<file path="src/rtl/id_ex_dump.sv">
// Snapshots the ID/EX pipeline latch on request and streams it as a framed,
// XOR-checksummed byte sequence to a UART transmitter over a valid/ready port.
module id_ex_dump #(
   parameter int BUS_SIZE = 32
) (
   input  logic                i_clk,
   input  logic                i_reset,
   input  logic                i_start,
   input  logic [2:0]          i_mem_rd_src,
   input  logic [1:0]          i_mem_wr_src,
   input  logic                i_mem_write,
   input  logic                i_wb,
   input  logic                i_mem_to_reg,
   input  logic [1:0]          i_reg_dst,
   input  logic                i_alu_src_a,
   input  logic [1:0]          i_alu_src_b,
   input  logic [2:0]          i_alu_op,
   input  logic [BUS_SIZE-1:0] i_bus_a,
   input  logic [BUS_SIZE-1:0] i_bus_b,
   input  logic [4:0]          i_rs,
   input  logic [4:0]          i_rt,
   input  logic [4:0]          i_rd,
   input  logic [5:0]          i_funct,
   input  logic [BUS_SIZE-1:0] i_shamt_ext_unsigned,
   input  logic [BUS_SIZE-1:0] i_inm_ext_signed,
   input  logic [BUS_SIZE-1:0] i_inm_upp,
   input  logic [BUS_SIZE-1:0] i_inm_ext_unsigned,
   output logic [7:0]          o_tx_data,
   output logic                o_tx_valid,
   input  logic                i_tx_ready,
   output logic                o_busy,
   output logic                o_done
);

   localparam int B         = BUS_SIZE / 8;
   localparam int FRAME_LEN = 8 + 6 * B;
   localparam int IDX_W     = $clog2(FRAME_LEN);
   localparam logic [IDX_W-1:0] LAST_IDX = IDX_W'(FRAME_LEN - 1);
   localparam int REG_BASE  = 3 + 2 * B;
   localparam int IMM_BASE  = 7 + 2 * B;

   typedef enum logic {
      IDLE,
      SEND
   } state_t;

   state_t              state_q, state_d;
   logic [IDX_W-1:0]    idx_q, idx_d;
   logic [7:0]          chk_q, chk_d;
   logic                done_q, done_d;
   logic [15:0]         ctrl_q, ctrl_d;
   logic [BUS_SIZE-1:0] bus_a_q, bus_a_d;
   logic [BUS_SIZE-1:0] bus_b_q, bus_b_d;
   logic [4:0]          rs_q, rs_d;
   logic [4:0]          rt_q, rt_d;
   logic [4:0]          rd_q, rd_d;
   logic [5:0]          funct_q, funct_d;
   logic [BUS_SIZE-1:0] shamt_q, shamt_d;
   logic [BUS_SIZE-1:0] inm_s_q, inm_s_d;
   logic [BUS_SIZE-1:0] inm_upp_q, inm_upp_d;
   logic [BUS_SIZE-1:0] inm_u_q, inm_u_d;

   logic [7:0] frame [FRAME_LEN];
   logic [7:0] cur_byte;

   // Frame layout over the snapshot; the trailing byte is the running checksum.
   always_comb begin
      for (int i = 0; i < FRAME_LEN; i++) frame[i] = 8'h00;
      frame[0] = 8'hA5;
      frame[1] = ctrl_q[15:8];
      frame[2] = ctrl_q[7:0];
      for (int i = 0; i < B; i++) begin
         frame[3 + i]            = bus_a_q[BUS_SIZE-1-8*i -: 8];
         frame[3 + B + i]        = bus_b_q[BUS_SIZE-1-8*i -: 8];
         frame[IMM_BASE + i]     = shamt_q[BUS_SIZE-1-8*i -: 8];
         frame[IMM_BASE + B + i] = inm_s_q[BUS_SIZE-1-8*i -: 8];
         frame[IMM_BASE + 2*B + i] = inm_upp_q[BUS_SIZE-1-8*i -: 8];
         frame[IMM_BASE + 3*B + i] = inm_u_q[BUS_SIZE-1-8*i -: 8];
      end
      frame[REG_BASE]     = {3'b000, rs_q};
      frame[REG_BASE + 1] = {3'b000, rt_q};
      frame[REG_BASE + 2] = {3'b000, rd_q};
      frame[REG_BASE + 3] = {2'b00, funct_q};
      frame[FRAME_LEN-1]  = chk_q;
   end

   assign cur_byte = frame[idx_q];

   always_comb begin
      state_d   = state_q;
      idx_d     = idx_q;
      chk_d     = chk_q;
      done_d    = 1'b0;
      ctrl_d    = ctrl_q;
      bus_a_d   = bus_a_q;
      bus_b_d   = bus_b_q;
      rs_d      = rs_q;
      rt_d      = rt_q;
      rd_d      = rd_q;
      funct_d   = funct_q;
      shamt_d   = shamt_q;
      inm_s_d   = inm_s_q;
      inm_upp_d = inm_upp_q;
      inm_u_d   = inm_u_q;
      case (state_q)
         IDLE: begin
            if (i_start) begin
               state_d   = SEND;
               idx_d     = '0;
               chk_d     = 8'h00;
               ctrl_d    = {i_mem_rd_src, i_mem_wr_src, i_mem_write, i_wb, i_mem_to_reg,
                            i_reg_dst, i_alu_src_a, i_alu_src_b, i_alu_op};
               bus_a_d   = i_bus_a;
               bus_b_d   = i_bus_b;
               rs_d      = i_rs;
               rt_d      = i_rt;
               rd_d      = i_rd;
               funct_d   = i_funct;
               shamt_d   = i_shamt_ext_unsigned;
               inm_s_d   = i_inm_ext_signed;
               inm_upp_d = i_inm_upp;
               inm_u_d   = i_inm_ext_unsigned;
            end
         end
         SEND: begin
            if (i_tx_ready) begin
               // Header stays out of the checksum; folding in the checksum byte itself is harmless.
               if (idx_q != '0) chk_d = chk_q ^ cur_byte;
               if (idx_q == LAST_IDX) begin
                  state_d = IDLE;
                  done_d  = 1'b1;
               end else begin
                  idx_d = idx_q + 1'b1;
               end
            end
         end
         default: state_d = IDLE;
      endcase
   end

   always_ff @(posedge i_clk or posedge i_reset) begin
      if (i_reset) begin
         state_q   <= IDLE;
         idx_q     <= '0;
         chk_q     <= 8'h00;
         done_q    <= 1'b0;
         ctrl_q    <= '0;
         bus_a_q   <= '0;
         bus_b_q   <= '0;
         rs_q      <= '0;
         rt_q      <= '0;
         rd_q      <= '0;
         funct_q   <= '0;
         shamt_q   <= '0;
         inm_s_q   <= '0;
         inm_upp_q <= '0;
         inm_u_q   <= '0;
      end else begin
         state_q   <= state_d;
         idx_q     <= idx_d;
         chk_q     <= chk_d;
         done_q    <= done_d;
         ctrl_q    <= ctrl_d;
         bus_a_q   <= bus_a_d;
         bus_b_q   <= bus_b_d;
         rs_q      <= rs_d;
         rt_q      <= rt_d;
         rd_q      <= rd_d;
         funct_q   <= funct_d;
         shamt_q   <= shamt_d;
         inm_s_q   <= inm_s_d;
         inm_upp_q <= inm_upp_d;
         inm_u_q   <= inm_u_d;
      end
   end

   assign o_tx_valid = (state_q == SEND);
   assign o_busy     = (state_q == SEND);
   assign o_tx_data  = o_tx_valid ? cur_byte : 8'h00;
   assign o_done     = done_q;

endmodule

</file>
<file path="config.mk">
export PLATFORM = sky130hd
export DESIGN_NAME = id_ex_dump
export DESIGN_NICKNAME = d
export VERILOG_FILES = /design/src/rtl/id_ex_dump.sv
export SDC_FILE = /design/constraint.sdc
export NUM_CORES = 1
export LEC_CHECK = 0
export CELL_PAD_IN_SITES_DETAIL_PLACEMENT = 1
export CELL_PAD_IN_SITES_GLOBAL_PLACEMENT = 1
export CORE_AREA = 2 2 173 175
export DETAILED_ROUTE_END_ITERATION = 8
export DIE_AREA = 0 0 175 177
export PLACE_DENSITY_LB_ADDON = 0.05
export SETUP_SLACK_MARGIN = 0.5
export SLEW_MARGIN = 20
export SYNTH_ARGS = -nofsm -noshare
export SYNTH_HDL_FRONTEND = slang
export SYNTH_SLANG_ARGS = --single-unit
</file>
<file path="constraint.sdc">
create_clock -name i_clk -period 26.4 [get_ports i_clk]
set_input_delay 5.28 -clock i_clk [delete_from_list [all_inputs] [get_ports i_clk]]
set_output_delay 5.28 -clock i_clk [all_outputs]
set_load 0.1 [all_outputs]
</file>
==> run_results.csv, run 1 <==
group,metric,value,unit
outcome,outcome,"completed",
worst_setup_path,crit_type,"flop to output pin",
synth,syn_area,11500,sq um
clocking,clock-root-buffer,"clkbuf_16",
synth,yosys-top-cells-area,"dfrtp_1 (53%), nand2_1 (23%), mux4_2 (6.1%), mux4_1 (2.7%), mux2i_1 (2.2%)",
timing,worst_slew_pin_slew,1.07,ns
timing,slew_viol_final,0,
power,powerDensity,123,nW/um^2
floorplan,start_util,0.393,
timing,finalCriticalPeriod,10.04,ns
clocking,post_cts.repair.setup_buffers,0,
clocking,cts.sinks,244,
worst_setup_path,required,21.12,ns
drt,postRouteAntennaNets,0,
global_routing,grtUsageMet1,0.309,
final_layout,layout-area-overhead-vs-synth,31.6,%
timing,clock_skew,0.0142,ns
timing,setup_viol,0,
power,leakage,0.00737,uW
global_routing,antenna_found_initial,0,
drt,drt_iter0_drc,687,
synth,synth_cells,1259,
clocking,htree_num_levels,1,
clocking,ctsHoldBuffers,0,
drt,vias,9490,
clocking,clockBufferDepth,3,
timing,timing.fmax,0.0996,GHz
worst_setup_path,arrival,4.76,ns
clocking,cts_buffers,28,
synth,yosysTopAreaCell,"dfrtp_1",
synth,synth_top_area_share,0.531,
final_layout,nFillCells,3316,
drt,drc_errors,0,
timing,rsz0062_at_grt,"no",
floorplan,dieArea,31000,sq um
synth,async_flop_share,1.00,
worst_setup_path,worst_setup_path_start_kind,"flop",
synth,syn_nets,1495,
floorplan,fp.dieH,177,um
clocking,clkLatencyLatePin,0.54,ns
final_layout,drive_above_1_share,0.0748,
clocking,clk_pin_slew_worst_paths,0.06,ns
global_routing,grt_pass1_vias,10090,
worst_setup_path,end_kind,"output pin",
timing,post-route-period-util,0.380,
timing,layout_setup_ws,16.36,ns
global_routing,grt_use_met2,0.396,
global_routing,grt_max_degree,130,
global_routing,track_usage,0.233,
global_routing,grt_pass1_wl,55.8,mm
global_routing,grt_overflow,0,
final_layout,nets,1699,
synth,ys.warnings.count,0,
drt,dr.pass1.iters,4,
worst_setup_path,cp_slowest_cell,"clkdlybuf4s50_1",
floorplan,rows,63,
synth,ys.flop_type,"dfrtp_1",
worst_setup_path,path_cells,"inv_1 > o32ai_1 > a2111oi_0 > buf_4 > nor4_1 > clkdlybuf4s50_1",
final_layout,diodes,0,
drt,wl_per_cell,19.1,um
floorplan,core_area,29200,sq um
hold_path,hold_class,"flop to flop",
timing,hold_violations,0,
synth,ys_seq_area_frac,0.531,
placement,dp_hpwl,24.9,mm
timing,setup_tns,0,ns
job,drv_cap,0,
drt,viasPerCell,5.06,
floorplan,fp.dieW,175,um
clocking,cts_tree,"done",
synth,synth_edf_count,0,
floorplan,io_pins,244,
power,ir_drop,71.9,uV
placement,dp_slack,17.02,ns
global_routing,gr-usage-met3,0.0389,
global_routing,grt-busiest-layer,"met2",
worst_setup_path,crit_family,"buffers and inverters",
synth,synth_cell_types,64,
placement,gp_congestion,0.853,
worst_setup_path,worst-path-buf-inv,3,
placement,io_buffer_count,243,
synth,syn_avg_cell_area,9.13,sq um
worst_setup_path,cp_slowest_stage_delay,1.26,ns
clocking,cts_resized,0,
worst_setup_path,cp_max_fo,61,
synth,ys_seq_elements,244,
drt,wirelength,35.8,mm
timing,slew-limit-headroom,0.270,
[cell usage after synthesis (all sizes together), types with 3 or more instances]
library cell and n:
a2111oi 3, a211oi 4, a21oi 11, a31o 3, a31oi 8, and2 3
and3 7, buf 25, clkbuf 55, dfrtp 244, ha 3, inv 8
mux2 6, mux2i 25, mux4 43, nand2 704, nand2b 5, nand3 5
nor2 20, nor2b 4, nor3 9, nor4 6, o21ai 12, o221ai 4
o22ai 3, o31ai 3
[kinds of logic after synthesis]
family,Yosys count,share of synthesized area
mux,74,0.116
compound gates,70,0.0447
xor+xnor,2,0.00152
flops,244,0.531
fa+ha+maj,3,0.00327
buf+inv,89,0.0380
simple gates,777,0.265
[area by class of cell]
cell class / count / area, sq um / share of cell area
Clock inverter: 10 / 131 / 0.00868
Inverter: 9 / 41.3 / 0.00273
Multi-Input combinational cell: 926 / 4970 / 0.328
Tap cell: 390 / 488 / 0.0323
Clock buffer: 41 / 841 / 0.0556
Timing Repair Buffer: 254 / 2550 / 0.168
Sequential cell: 244 / 6110 / 0.404
[per-layer routing]
layer	share of wire	vias up	routed length, um
li1	-	4511	-
met1	0.43	4667	15600
met2	0.49	252	17400
met3	0.049	60	1770
met4	0.030	0	1070
met5	0	-	0
[worst register-to-register path: cells and delay by family (launching register included)]
family | cells | cell delay (ns)
DFF | 1 | 0.54
and+or+nand+nor | 3 | 0.61
buffers and inverters | 3 | 2.11
[cell usage in the layout (no fill, tap or decap), types with 6 or more instances in the layout]
master / instances
o21ai_0: 10
buf_4: 9
mux2_2: 6
clkbuf_8: 7
dfrtp_1: 241
a21oi_1: 11
mux2i_1: 25
nor4_1: 6
a31oi_1: 7
nand2_1: 703
clkbuf_16: 29
mux4_2: 31
nor2_1: 20
nor3_1: 9
mux4_1: 12
inv_1: 7
clkdlybuf4s50_1: 243
and3_1: 7
[power breakdown]
group / switching (uW) / internal, uW
sequential: 167 / 555
clock: 156 / 249
combinational: 424 / 309
[stage by stage]
stage,total power (uW),cells,cell area [sq um],hold WS (ns),utilization
after floorplan,1210,1259,11500,0.437,-
after global placement,1430,1821,14100,0.451,0.482
after detailed placement,1460,1822,14100,0.458,0.483
after CTS,1870,1873,15100,0.473,0.516
after global routing,1970,1874,15100,0.494,0.517
final,1860,1874,15100,0.468,0.517
[registers in the layout, indices dropped and copies added, names as in the netlist, 6 cells and up]
register	cells
funct_q	6
inm_upp_q	32
chk_q	8
shamt_q	32
bus_b_q	32
inm_s_q	32
ctrl_q	16
inm_u_q	32
bus_a_q	32
[worst paths after layout]
| check | start | cells past startpoint | slack (ns) | end |
|---|---|---|---|---|
| worst max-delay path | idx_q[0]$_DFFE_PP0P_ | 6 | 16.36 | o_tx_data[4] |
| min in group asynchronous | i_reset | 2 | 5.32 | bus_a_q[19]$_DFFE_PP0P_ |
| worst min-delay path | shamt_q[5]$_DFFE_PP0P_ | 2 | 0.47 | shamt_q[5]$_DFFE_PP0P_ |
| worst min register to register | shamt_q[5]$_DFFE_PP0P_ | 2 | 0.47 | shamt_q[5]$_DFFE_PP0P_ |
| worst max register to register | o_busy$_DFF_PP0_ | 6 | 23.06 | ctrl_q[13]$_DFFE_PP0P_ |
| max in group asynchronous | i_reset | 4 | 18.89 | idx_q[1]$_DFFE_PP0P_ |
No activity file was read; power rests on OpenSTA's default activity.
==> run 2, diff against run 1 <==
--- a/config.mk
+++ b/config.mk
@@ -7,9 +7,9 @@
 export LEC_CHECK = 0
 export CELL_PAD_IN_SITES_DETAIL_PLACEMENT = 1
 export CELL_PAD_IN_SITES_GLOBAL_PLACEMENT = 1
-export CORE_AREA = 2 2 173 175
+export CORE_AREA = 2 2 185 187
 export DETAILED_ROUTE_END_ITERATION = 8
-export DIE_AREA = 0 0 175 177
+export DIE_AREA = 0 0 187 189
 export PLACE_DENSITY_LB_ADDON = 0.05
 export SETUP_SLACK_MARGIN = 0.5
 export SLEW_MARGIN = 20
==> constraint.sdc (replaced) <==
create_clock -name i_clk -period 8.17 [get_ports i_clk]
set_input_delay 1.634 -clock i_clk [delete_from_list [all_inputs] [get_ports i_clk]]
set_output_delay 1.634 -clock i_clk [all_outputs]
set_load 0.1 [all_outputs]
==> run 2 against run 1 <==
Net effect:
- combinational power grew to 3.2 times the previous value
- register-to-register slack lost 18 ns
- sequential power grew to 3.3 times the previous value
- design area is essentially flat
- global-route usage shrank 2.2 points
- first-iteration DRC count shrank 23%
- critical path depth is the same
==> run_results.csv, run 2 (same netlist as run 1, synthesis figures left out) <==
group,metric,value,unit
worst_setup_path,cp_max_fo,61,
timing,layout_setup_ws,2.02,ns
worst_setup_path,crit_type,"flop to output pin",
clocking,clock-root-buffer,"clkbuf_16",
final_layout,nFillCells,3839,
clocking,cts_tree,"done",
final_layout,nets,1696,
clocking,cts_resized,0,
worst_setup_path,worst_setup_path_start_kind,"flop",
drt,dr.pass1.iters,4,
timing,rsz0062_at_grt,"no",
placement,dp_hpwl,25.9,mm
power,ir_drop,368,uV
global_routing,grt_pass1_wl,58.3,mm
final_layout,final_cell_mix,"nand2_1 (703), clkdlybuf4s50_1 (243), dfrtp_1 (241)",
clocking,clk_pin_slew_worst_paths,0.06,ns
placement,dp_slack,2.41,ns
timing,slew_viol_final,0,
worst_setup_path,crit_family,"buffers and inverters",
clocking,cts_buffers,28,
hold_path,hold_class,"flop to flop",
floorplan,rows,67,
clocking,ctsHoldBuffers,0,
power,finalPower,5950,uW
worst_setup_path,reg2reg_to,"chk_q[4]$_DFFE_PP0P_",
floorplan,start_util,0.345,
drt,postRouteAntennaNets,0,
worst_setup_path,required,6.54,ns
floorplan,io_pins,244,
final_layout,seq_area,6110,sq um
clocking,clockBufferDepth,3,
drt,drt_iter0_drc,530,
hold_path,holdPathStages,2,
worst_setup_path,r2r-start,"idx_q[1]$_DFFE_PP0P_",
clocking,clkLatencyLatePin,0.54,ns
clocking,cts.sinks,244,
timing,clock_skew,0.00932,ns
worst_setup_path,ff2ff_path_depth,8,
global_routing,grt_pass1_vias,10200,
global_routing,antenna_found_initial,0,
drt,viasPerCell,4.90,
hold_path,hp-start,"inm_upp_q[7]$_DFFE_PP0P_",
drt,wirelength,36.9,mm
timing,worst_slew_pin_slew,1.02,ns
power,leakage,0.00732,uW
floorplan,fp.dieH,189,um
global_routing,grt_overflow,0,
outcome,outcome,"completed",
worst_setup_path,cp-startpoint,"idx_q[0]$_DFFE_PP0P_",
final_layout,layout-area-overhead-vs-synth,31.6,%
worst_setup_path,arrival,4.52,ns
final_layout,drive_above_1_share,0.0710,
worst_setup_path,rrSetupSlack,4.94,ns
placement,io_buffer_count,243,
worst_setup_path,cp_slowest_cell,"clkdlybuf4s50_1",
floorplan,dieArea,35300,sq um
timing,post-route-period-util,0.753,
timing,setup_viol,0,
global_routing,grt_max_degree,242,
clocking,htree_num_levels,1,
timing,slew-limit-headroom,0.318,
placement,gp_congestion,0.795,
final_layout,final_common_cell,"nand2_1",
power,powerDensity,393,nW/um^2
global_routing,track_usage,0.211,
timing,hold_violations,0,
worst_setup_path,path_cells,"inv_1 > o32ai_1 > a2111oi_0 > buf_4 > nor4_1 > clkdlybuf4s50_1",
final_layout,diodes,0,
worst_setup_path,cp_slowest_stage_delay,1.24,ns
hold_path,min_to,"inm_upp_q[7]$_DFFE_PP0P_",
final_layout,multi_input_comb_area,4970,sq um
job,drv_cap,0,
timing,finalCriticalPeriod,6.15,ns
drt,drc_errors,0,
worst_setup_path,worst-path-buf-inv,3,
drt,wl_per_cell,19.2,um
drt,vias,9433,
timing,setup_tns,0,ns
clocking,post_cts.repair.setup_buffers,0,
worst_setup_path,end_kind,"output pin",
floorplan,core_area,33300,sq um
floorplan,fp.dieW,187,um
worst_setup_path,worst-path-stages,6,
timing,timing.fmax,0.163,GHz
-- run 2: metal layers --
metal	track usage	wire length [um]	vias to the layer above
li1	-	-	4498
met5	0	0	-
met1	0.281	16600	4656
met2	0.353	17400	229
met4	0.0607	1050	0
met3	0.0402	1820	50
-- run 2: worst max-delay path by stage --
stage | end | slack [ns]
after floorplan | o_tx_data[4] | 2.31
after global placement | o_tx_data[4] | 2.43
after detailed placement | o_tx_data[4] | 2.41
after CTS | o_tx_data[4] | 1.83
after global routing | o_tx_data[4] | 1.67
final | o_tx_data[4] | 2.02
-- run 2: where the power goes --
| part | total [uW] | internal, uW | switching, uW |
|---|---|---|---|
| logic | 2310 | 990 | 1320 |
| registers | 2370 | 1790 | 577 |
| clock network | 1270 | 770 | 499 |
-- run 2: per-stage QoR --
step,hold slack [ns],utilization,cell area [sq um],std cells
detailed placement,0.460,0.427,14200,1878
floorplan,0.437,-,11500,1259
global placement,0.452,0.427,14200,1878
CTS,0.474,0.455,15100,1927
global route,0.490,0.455,15100,1927
finish,0.468,0.455,15100,1927
-- run 2: cell type report --
type,count,area share
sequential,244,0.404
timing repair buffer,251,0.166
tap,448,0.0371
multi-input combinational,926,0.328
clock inverter,7,0.00579
clock buffer,42,0.0558
inverter,9,0.00248
-- run 2: tightest hold or removal path: cells and delay by family (launching register included) --
kind             cells  cell delay (ns)
DFF                  1             0.34
and+or+nand+nor      2             0.10
==> run 3, diff against run 2 <==
--- a/config.mk
+++ b/config.mk
@@ -7,9 +7,9 @@
 export LEC_CHECK = 0
 export CELL_PAD_IN_SITES_DETAIL_PLACEMENT = 1
 export CELL_PAD_IN_SITES_GLOBAL_PLACEMENT = 1
-export CORE_AREA = 2 2 185 187
+export CORE_AREA = 2 2 175 177
 export DETAILED_ROUTE_END_ITERATION = 8
-export DIE_AREA = 0 0 187 189
+export DIE_AREA = 0 0 177 179
 export PLACE_DENSITY_LB_ADDON = 0.05
 export SETUP_SLACK_MARGIN = 0.5
 export SLEW_MARGIN = 20
==> constraint.sdc (replaced) <==
create_clock -name i_clk -period 6.3 [get_ports i_clk]
set_input_delay 1.26 -clock i_clk [delete_from_list [all_inputs] [get_ports i_clk]]
set_output_delay 1.26 -clock i_clk [all_outputs]
set_load 0.1 [all_outputs]
==> run 3 against run 2 <==
Net effect:
- setup slack got worse by 1.2 ns
- sequential share of layout area fell by 0.080 points
- cell count decreased by 2.4%
- critical path depth up 1
- utilization up 5.0 points
- power grew 31%
- combinational power grew 34%
- register-to-register slack lost 1.6 ns
- hold slack better by 0.0021 ns
- highest routed layer unchanged
==> run_results.csv, run 3 (same netlist as run 1, synthesis figures left out) <==
group,metric,value,unit
drt,viasPerCell,5.11,
floorplan,core_area,30000,sq um
timing,timing.fmax,0.183,GHz
floorplan,rows,64,
clocking,cts_tree,"done",
final_layout,final_cell_mix,"nand2_1 (703), dfrtp_1 (241), clkdlybuf4s50_1 (241)",
global_routing,grt_max_degree,235,
final_layout,layout-area-overhead-vs-synth,31.9,%
global_routing,grt_pass1_vias,10019,
global_routing,antenna_found_initial,0,
timing,setup_viol,0,
drt,drc_errors,0,
drt,vias,9609,
floorplan,fp.dieW,177,um
clocking,cts.sinks,244,
placement,dp_hpwl,25.0,mm
worst_setup_path,arrival,4.20,ns
clocking,ctsHoldBuffers,0,
floorplan,fp.dieH,179,um
timing,hold_violations,0,
drt,drt_iter0_drc,684,
final_layout,drive_above_1_share,0.0768,
hold_path,hold_class,"flop to flop",
global_routing,grt_overflow,0,
worst_setup_path,worst_setup_path_start_kind,"flop",
power,seq_power_share,0.386,
global_routing,track_usage,0.233,
drt,postRouteAntennaNets,0,
power,leakage,0.00737,uW
drt,dr.pass1.iters,6,
power,p_int,4650,uW
worst_setup_path,cp_max_fo,43,
job,drv_cap,0,
clocking,htree_num_levels,1,
clocking,clk_pin_slew_worst_paths,0.06,ns
worst_setup_path,crit_type,"flop to output pin",
final_layout,diodes,0,
timing,worst_slew_pin_slew,1.20,ns
clocking,clockBufferDepth,3,
final_layout,nets,1699,
timing,slew-limit-headroom,0.203,
power,pwr-share-comb,0.398,
timing,slew_viol_final,0,
worst_setup_path,end_kind,"output pin",
final_layout,nFillCells,3417,
floorplan,start_util,0.383,
power,pwr-share-clk,0.216,
clocking,clock-root-buffer,"clkbuf_16",
timing,post-route-period-util,0.867,
placement,place_area,14100,sq um
clocking,cts_buffers,28,
power,powerDensity,514,nW/um^2
drt,wirelength,36.4,mm
floorplan,dieArea,31700,sq um
global_routing,grt_pass1_wl,56.8,mm
drt,wl_per_cell,19.4,um
placement,io_buffer_count,243,
timing,rsz0062_at_grt,"no",
timing,setup_tns,0,ns
placement,gp_congestion,0.857,
power,power_switching,3150,uW
outcome,outcome,"completed",
timing,clock_skew,0.00860,ns
final_layout,design_area,15200,sq um
timing,finalCriticalPeriod,5.46,ns
worst_setup_path,required,5.04,ns
power,ir_drop,358,uV
final_layout,final_common_cell,"nand2_1",
floorplan,io_pins,244,
clocking,clkLatencyLatePin,0.54,ns
power,swShare,0.404,
==> run 3: layout make-up <==
type	instances	area, sq um	share of cell area
sequential	244	6110	0.403
multi-input combinational	926	4970	0.328
timing repair buffer	254	2570	0.170
clock buffer	41	851	0.0561
tap	396	495	0.0327
clock inverter	11	121	0.00801
inverter	9	37.5	0.00248
==> run 3: repair_timing <==
item                                    in CTS  in global routing
gates resized for setup                      0                  1
endpoints found under the setup margin       0                  2
buffers inserted                             0                  1
==> run 3: final timing paths <==
kind,from,slack [ns],cells past startpoint,to
max in group asynchronous,i_reset,3.92,3,bus_a_q[31]$_DFFE_PP0P_
hold reg to reg,bus_b_q[2]$_DFFE_PP0P_,0.47,2,bus_b_q[2]$_DFFE_PP0P_
min in group asynchronous,i_reset,1.22,2,inm_upp_q[26]$_DFFE_PP0P_
hold / removal,bus_b_q[2]$_DFFE_PP0P_,0.47,2,bus_b_q[2]$_DFFE_PP0P_
setup reg to reg,idx_q[2]$_DFFE_PP0P_,3.35,6,chk_q[4]$_DFFE_PP0P_
setup / recovery,idx_q[1]$_DFFE_PP0P_,0.84,7,o_tx_data[6]
==> run 3: power by group through the flow <==
stage                     combinational, uW  sequential, uW  clock [uW]
after floorplan                        2440            2620           0
after global placement                 2880            3100           0
after detailed placement               2970            3110           0
after CTS                              2990            3110        1710
after global routing                   3390            3120        1780
final                                  3100            3010        1680
==> run 3: worst max-delay path: stages (launching register included) <==
cell	delay (ns)
dfrtp_4	0.80
buf_16	0.33
mux2i_1	0.15
o31ai_2	0.19
a21oi_1	0.07
or4_4	0.58
a31oi_1	0.32
clkdlybuf4s50_1	1.19
==> run 3: layer usage <==
layer / vias to the layer above / GRT usage / routed length, um
met1: 4763 / 0.317 / 15800
met3: 61 / 0.0354 / 2030
met2: 274 / 0.386 / 17500
met5: - / 0 / 0
li1: 4511 / - / -
met4: 0 / 0.0682 / 1020
==> run 3: per-stage QoR <==
step / cells / util / setup WS (ns) / hold slack (ns) / total power, uW
after floorplan: 1259 / - / 0.813 / 0.437 / 5050
after global placement: 1827 / 0.471 / 1.17 / 0.452 / 5980
after detailed placement: 1827 / 0.471 / 1.12 / 0.459 / 6080
after CTS: 1879 / 0.503 / 0.530 / 0.474 / 7810
after global routing: 1881 / 0.505 / 0.589 / 0.486 / 8280
final: 1881 / 0.505 / 0.840 / 0.470 / 7800
